[config.mk]
export PLATFORM = sky130hd
export DESIGN_NAME = dma_mc_ctrl
export DESIGN_NICKNAME = d
export VERILOG_FILES = /design/src/rtl/dma_mc_ctrl.sv
export SDC_FILE = /design/constraint.sdc
export NUM_CORES = 2
export LEC_CHECK = 0
export CAP_MARGIN = 20
export CORE_MARGIN = 1
export CORE_UTILIZATION = 26
export DETAILED_ROUTE_END_ITERATION = 8
export GPL_TIMING_DRIVEN = 0
export PLACE_DENSITY_LB_ADDON = 0.3
export RECOVER_POWER = 100
export SLEW_MARGIN = 20
export SYNTH_ARGS = -nofsm -noshare
export SYNTH_HDL_FRONTEND = slang
export SYNTH_SLANG_ARGS = --single-unit
[constraint.sdc]
create_clock -name clk -period 8.2 [get_ports clk]
set_input_delay 0.82 -clock clk [delete_from_list [all_inputs] [get_ports clk]]
set_output_delay 0.82 -clock clk [all_outputs]
set_load 0.05 [all_outputs]
[src/rtl/dma_mc_ctrl.sv]
// dma_mc_ctrl: multi-channel DMA control engine, splits descriptors into 4KB-safe bursts and arbitrates round-robin
// Ports: clk/rstn; per-channel ch_go_i/ch_abort_i/ch_src_i/ch_dst_i/ch_bytes_i in,
// ch_busy_o/ch_done_o/ch_err_o/ch_err_code_o out; registered cmd_* to the datapath; cpl_* completions back.
module dma_mc_ctrl #(
  parameter int NUM_CH = 4,
  parameter int ADDR_W = 32,
  parameter int DATA_BYTES = 64,
  parameter int MAX_BEATS = 16,
  parameter int MAX_OUT = 4,
  localparam int CW = NUM_CH > 1 ? $clog2(NUM_CH) : 1
) (
  input  logic                     clk,
  input  logic                     rstn,
  input  logic [NUM_CH-1:0]        ch_go_i,
  input  logic [NUM_CH-1:0]        ch_abort_i,
  input  logic [NUM_CH*ADDR_W-1:0] ch_src_i,
  input  logic [NUM_CH*ADDR_W-1:0] ch_dst_i,
  input  logic [NUM_CH*32-1:0]     ch_bytes_i,
  output logic [NUM_CH-1:0]        ch_busy_o,
  output logic [NUM_CH-1:0]        ch_done_o,
  output logic [NUM_CH-1:0]        ch_err_o,
  output logic [NUM_CH*2-1:0]      ch_err_code_o,
  output logic                     cmd_valid_o,
  input  logic                     cmd_ready_i,
  output logic [ADDR_W-1:0]        cmd_src_o,
  output logic [ADDR_W-1:0]        cmd_dst_o,
  output logic [7:0]               cmd_len_o,
  output logic [CW-1:0]            cmd_ch_o,
  output logic                     cmd_last_o,
  input  logic                     cpl_valid_i,
  input  logic [CW-1:0]            cpl_ch_i,
  input  logic                     cpl_err_i
);
  localparam int LB = $clog2(DATA_BYTES);
  localparam int OW = $clog2(MAX_OUT + 1);
  localparam logic [ADDR_W-1:0] AMASK = ADDR_W'(DATA_BYTES - 1);
  localparam logic [31:0] BMASK = 32'(DATA_BYTES - 1);
  typedef enum logic [2:0] {IDLE, RUN, DRAIN, DONE, ERR} st_t;
  logic [ADDR_W-1:0] src_a [NUM_CH];
  logic [ADDR_W-1:0] dst_a [NUM_CH];
  logic [8:0] beats_a [NUM_CH];
  logic [NUM_CH-1:0] elig, last_a, iss;
  logic [CW-1:0] ptr, gnt;
  logic any, load;
  // the command register may reload in the same cycle its content is accepted
  assign load = !cmd_valid_o || cmd_ready_i;
  // first pass searches from the pointer upward, second pass wraps to the lowest eligible
  always_comb begin
    any = 1'b0;
    gnt = '0;
    for (int i = 0; i < NUM_CH; i++)
      if (!any && elig[i] && i >= int'(ptr)) begin
        any = 1'b1;
        gnt = CW'(i);
      end
    for (int i = 0; i < NUM_CH; i++)
      if (!any && elig[i]) begin
        any = 1'b1;
        gnt = CW'(i);
      end
  end
  always_ff @(posedge clk or negedge rstn)
    if (!rstn) begin
      cmd_valid_o <= 1'b0;
      cmd_src_o <= '0;
      cmd_dst_o <= '0;
      cmd_len_o <= '0;
      cmd_ch_o <= '0;
      cmd_last_o <= 1'b0;
      ptr <= '0;
    end else if (load) begin
      cmd_valid_o <= any;
      if (any) begin
        cmd_src_o <= src_a[gnt];
        cmd_dst_o <= dst_a[gnt];
        cmd_len_o <= 8'(beats_a[gnt] - 9'd1);
        cmd_ch_o <= gnt;
        cmd_last_o <= last_a[gnt];
        ptr <= gnt == CW'(NUM_CH - 1) ? '0 : gnt + 1'b1;
      end
    end
  for (genvar c = 0; c < NUM_CH; c++) begin : g_ch
    st_t st, st_nx;
    logic [ADDR_W-1:0] src, dst, s_i, d_i;
    logic [31:0] rem, b_i, bs, bd, m;
    logic [OW-1:0] outc, out_nx;
    logic [1:0] code, code_nx;
    logic go, mis, pend, acc, hold, cpl, cerr, abrt, busy, done, err;
    assign s_i = ch_src_i[c*ADDR_W +: ADDR_W];
    assign d_i = ch_dst_i[c*ADDR_W +: ADDR_W];
    assign b_i = ch_bytes_i[c*32 +: 32];
    always_comb begin
      go = ch_go_i[c] && (st == IDLE || st == DONE || st == ERR);
      mis = |{s_i & AMASK, d_i & AMASK, b_i & BMASK};
      pend = cmd_valid_o && cmd_ch_o == CW'(c);
      acc = pend && cmd_ready_i;
      hold = pend && !cmd_ready_i;
      cpl = cpl_valid_i && cpl_ch_i == CW'(c) && outc != '0;
      cerr = cpl && cpl_err_i && (st == RUN || st == DRAIN);
      abrt = ch_abort_i[c] && st == RUN;
      out_nx = outc + OW'(acc) - OW'(cpl);
      // an already flagged error keeps its code
      code_nx = go ? {1'b0, mis} : code != 2'b00 ? code : abrt ? 2'b11 : cerr ? 2'b10 : 2'b00;
      bs = 32'((13'h1000 - {1'b0, src[11:0]}) >> LB);
      bd = 32'((13'h1000 - {1'b0, dst[11:0]}) >> LB);
      m = rem < 32'(MAX_BEATS) ? rem : 32'(MAX_BEATS);
      m = bs < m ? bs : m;
      m = bd < m ? bd : m;
    end
    // a command sitting in the output register already counts against the outstanding limit
    assign elig[c] = st == RUN && rem != 0 && !abrt && !cerr && 32'(outc) + 32'(pend) < 32'(MAX_OUT);
    assign beats_a[c] = 9'(m);
    assign last_a[c] = m == rem;
    assign src_a[c] = src;
    assign dst_a[c] = dst;
    assign iss[c] = load && any && gnt == CW'(c);
    always_ff @(posedge clk or negedge rstn)
      if (!rstn) st <= IDLE;
      else st <= st_nx;
    // drain ends on the cycle the last completion arrives, unless a command is still held for this channel
    always_comb
      st_nx = go ? (mis ? ERR : b_i == 0 ? DONE : RUN)
            : st == RUN ? ((abrt || cerr || (iss[c] && m == rem)) ? DRAIN : RUN)
            : st == DRAIN ? ((out_nx == '0 && !hold) ? (code_nx != 2'b00 ? ERR : DONE) : DRAIN)
            : st;
    always_comb begin
      busy = st == RUN || st == DRAIN;
      done = st == DONE;
      err = st == ERR;
    end
    always_ff @(posedge clk or negedge rstn)
      if (!rstn) begin
        src <= '0;
        dst <= '0;
        rem <= '0;
        outc <= '0;
        code <= '0;
      end else begin
        outc <= out_nx;
        code <= code_nx;
        if (go) begin
          src <= s_i;
          dst <= d_i;
          rem <= b_i >> LB;
        end else if (iss[c]) begin
          src <= src + (ADDR_W'(m) << LB);
          dst <= dst + (ADDR_W'(m) << LB);
          rem <= rem - m;
        end
      end
    assign ch_busy_o[c] = busy;
    assign ch_done_o[c] = done;
    assign ch_err_o[c] = err;
    assign ch_err_code_o[2*c +: 2] = code;
  end
endmodule

==> impl_results.md <==
* CTS Hold Buffers Added at 0
* Crit-path max FO at 8
* Most frequent cells in the layout: 886 x nand2_1, 677 x nor2_1, 577 x a21oi_1, 489 x dfrtp_1, 449 x o21ai_0
* Reg-to-Reg Start: g_ch[1].src[5]$_DFFE_PN0P_
* Most common cell after layout, fill and taps aside: nand2_1
* Hold Path Origin: cmd_src_o[8]$_DFFE_PN0P_
* WHS Path Cells at 2
* First-pass detailed-route iteration total at 6
* Worst R2R End: g_ch[1].rem[28]$_DFFE_PN0P_
* Slack of the worst reg-to-reg path at approximately 0.13 ns
* Crit path time final at between 8 and 9 ns
* WS Path Type: flop to flop
* Routed vias at approximately 48000
* Hold Path End: cmd_src_o[8]$_DFFE_PN0P_
* CTS root buf: clkbuf_16
* Status: finished, violations left
* Arrival @ worst endpoint at around 8.7 ns
* Yosys reg bits at slightly below 500
* Vias in the first global route at approximately 45000
* Die Ht at 411 um
* Slew Viols, Final at 253
* CTS buffer count at 72
* Worst min-delay path category: flop to flop
* Die area at 169000 um^2
* Cells after synthesis at about 5800
* Critical path's most frequent cell: ha_1
* Row count at 149
* Largest net degree at the start of global routing at between 90 and 100
* Avg Vias per Cell at 5.34
* Grt ovf at 0
* Number of synthesized flops with an enable pin at 0
* Crit start category: flop
* Synth warn at 0
* Post-synth ARST share at 100%
* Die Width at 411 um
* Final Cell Area at between 50000 and 60000 um^2
* Final worst setup slack at approximately 0.13 ns
* Clock Pin Slew Worst Setup and Hold Paths at 0.06 ns
* Port Buffers at 494
* Reg2Reg Depth at 32
* Fin nets at around 7500
* Total Routed Length at 222000 um
* Yosys top cell by area: dfrtp_1
* Core Util, Final at between 30% and 40%
* Dominant register cell in the synthesized netlist: dfrtp_1
* Post-synth top area share at roughly 28%
* Worst-Skew Late Latency at roughly 0.70 ns
* Detail Route Antenna Nets at 0
* Initial antenna violation count at 20
* I/O pins at a little under 500
* Worst VDD drop at 0.222 mV
* RePlAce Congestion at approximately 1.0
* Failing checks: max-capacitance violations, max-slew violations
* Worst-case clock buffer depth at 3
* Placed cells at about 8700
* CTS H-tree depth at 3
* Core Area at roughly 170000 um^2
* Wirelength per Cell at 24.9 um
* Hold Fails Final Rpt at 0
* Pre-CTS setup slack at -1.45 ns
* First-pass GRT wire length at 313000 um
* CTS tree: yes
* Slew @ Worst Pin at between 4 and 5 ns
* Yosys cell types at around 110
* Sequential share of the synthesized area at 28.4%
* DR iter-0 viols at between 4000 and 5000
* Worst slew margin at -220%
* Mapped Avg Cell Area at between 7 and 8 um^2
* Setup TNS at 0 ns
* GRT Overall Usage at 25.3%
* Post-DP HPWL at roughly 180000 um
* Max-cap violations at 6
* Pwr Density at around 500 nW/um^2
* Power Total at roughly 28 mW
* Final Setup Violations at 0
* Residual DRC count at 0
* Critical path required time at roughly 8.8 ns
* Fmax at 124 MHz
* Hold WS at 0.474 ns
* Fraction of layout cells with a size suffix above 1 at between 7 and 8%
* Mapped cell area at roughly 44000 um^2
* Initial core utilization at a little over a quarter
* Synth-to-Final Area Change at 29.6%
* Slowest stage cell on the critical path: or4_4
* P_leak at 24.7 nW
* Area contributors post-synth: dfrtp_1 28%, ha_1 11%, nand2_1 7.7%
* Endpoint class of the critical path: flop
* Clk_skew at between 0.03 and 0.04 ns
* Area after DPL at roughly 52000 um^2
* Final Non-Filler Cells at a little under 9000
* Tcrit/Tclk final at 98.4%
* Clk sinks at about 490
* CP peak stage delay at 0.59 ns
cells in the mapped netlist, types with 31 or more instances:
cell type  instances
a211oi_1          31
a21o_1           159
a21oi_1          609
a31oi_1          120
and3_1            64
clkbuf_1         232
dfrtp_1          494
ha_1             387
inv_1            154
nand2_1          888
nand2b_1          77
nand3_1          173
nand4_1           48
nor2_1           686
nor2b_1           43
nor3_1            77
nor4_1            98
o211ai_1          41
o21a_1            62
o21ai_0          463
o21bai_1          36
or3_1             34
xnor2_1          179
xor2_1           121
power breakdown:
part           switching [mW]  internal [mW]  total [mW]
registers                1.57           3.54        5.11
logic                    11.8           7.79        19.6
clock network            1.36           1.87        3.23
total                    14.7           13.2        27.9
routing by layer:
layer | vias up | GRT usage, % | share of wire (%)
li1 | 22300 | - | -
met1 | 23000 | 33.6 | 43
met2 | 1887 | 38.2 | 43
met3 | 439 | 6.12 | 8.4
met4 | 32 | 12.4 | 5.6
met5 | - | 0 | 0.090
final cells by class:
cell class                      count  area (um^2)
Timing Repair Buffer              585         5680
Buffer                            271         1080
Multi-Input combinational cell   5097        31700
Inverter                          155          586
Antenna cell                        4         10.0
Fill cell                       17500       109000
Tap cell                         2189         2740
Clock buffer                       98         2080
Sequential cell                   494        12400
Clock inverter                     27          278
critical path, delay by kind of cell, from the launching register on:
family	cells	cell delay, ns
fa+ha+maj	3	0.85
buf+inv	2	0.22
simple gates	8	2.25
flops	1	0.45
compound gates	18	3.80
mux	1	0.37
repair_timing:
action | in CTS | in global routing
setup buffers | 27 | 58
endpoints found under the setup margin | 180 | 157
cloned | 1 | 0
pin swaps | 14 | 60
gates resized for setup | 95 | 154
state kept, by name, summed over array words and instances (netlist names), 8 cells and up:
| register | cells |
|---|---|
| g_ch.src | 128 |
| g_ch.outc | 12 |
| g_ch.rem | 128 |
| cmd_src_o | 32 |
| cmd_len_o | 8 |
| g_ch.code | 8 |
| g_ch.dst | 128 |
| g_ch.st | 12 |
| cmd_dst_o | 32 |
cell families (layout without fill, tap and decap cells):
| group | after synthesis | count (layout) | synth area share, % |
|---|---|---|---|
| compound gates | 1783 | 1784 | 25.2 |
| other cells | 2 | 253 | 0.0172 |
| mux | 39 | 39 | 1.02 |
| xor+xnor | 300 | 300 | 6.03 |
| fa+ha+maj | 395 | 395 | 11.4 |
| simple gates | 2330 | 2330 | 24.1 |
| flops | 494 | 494 | 28.4 |
| buf+inv | 430 | 1136 | 3.82 |
how the worst max path moves through the flow:
| stage | startpoint | end | cells after the start |
|---|---|---|---|
| 6_report | g_ch[1].src[5]$_DFFE_PN0P_ | g_ch[1].rem[28]$_DFFE_PN0P_ | 32 |
| 5_1_grt | g_ch[1].src[4]$_DFFE_PN0P_ | g_ch[1].rem[31]$_DFFE_PN0P_ | 34 |
| 4_1_cts | g_ch[2].src[4]$_DFFE_PN0P_ | g_ch[2].rem[27]$_DFFE_PN0P_ | 32 |
| 3_5_place_dp | g_ch[0].src[4]$_DFFE_PN0P_ | g_ch[0].src[30]$_DFFE_PN0P_ | 36 |
| 3_3_place_gp | rstn | g_ch[3].rem[26]$_DFFE_PN0P_ | 1 |
| 2_1_floorplan | g_ch[1].src[4]$_DFFE_PN0P_ | g_ch[1].rem[25]$_DFFE_PN0P_ | 34 |
Power figures use the tool's default switching activity.
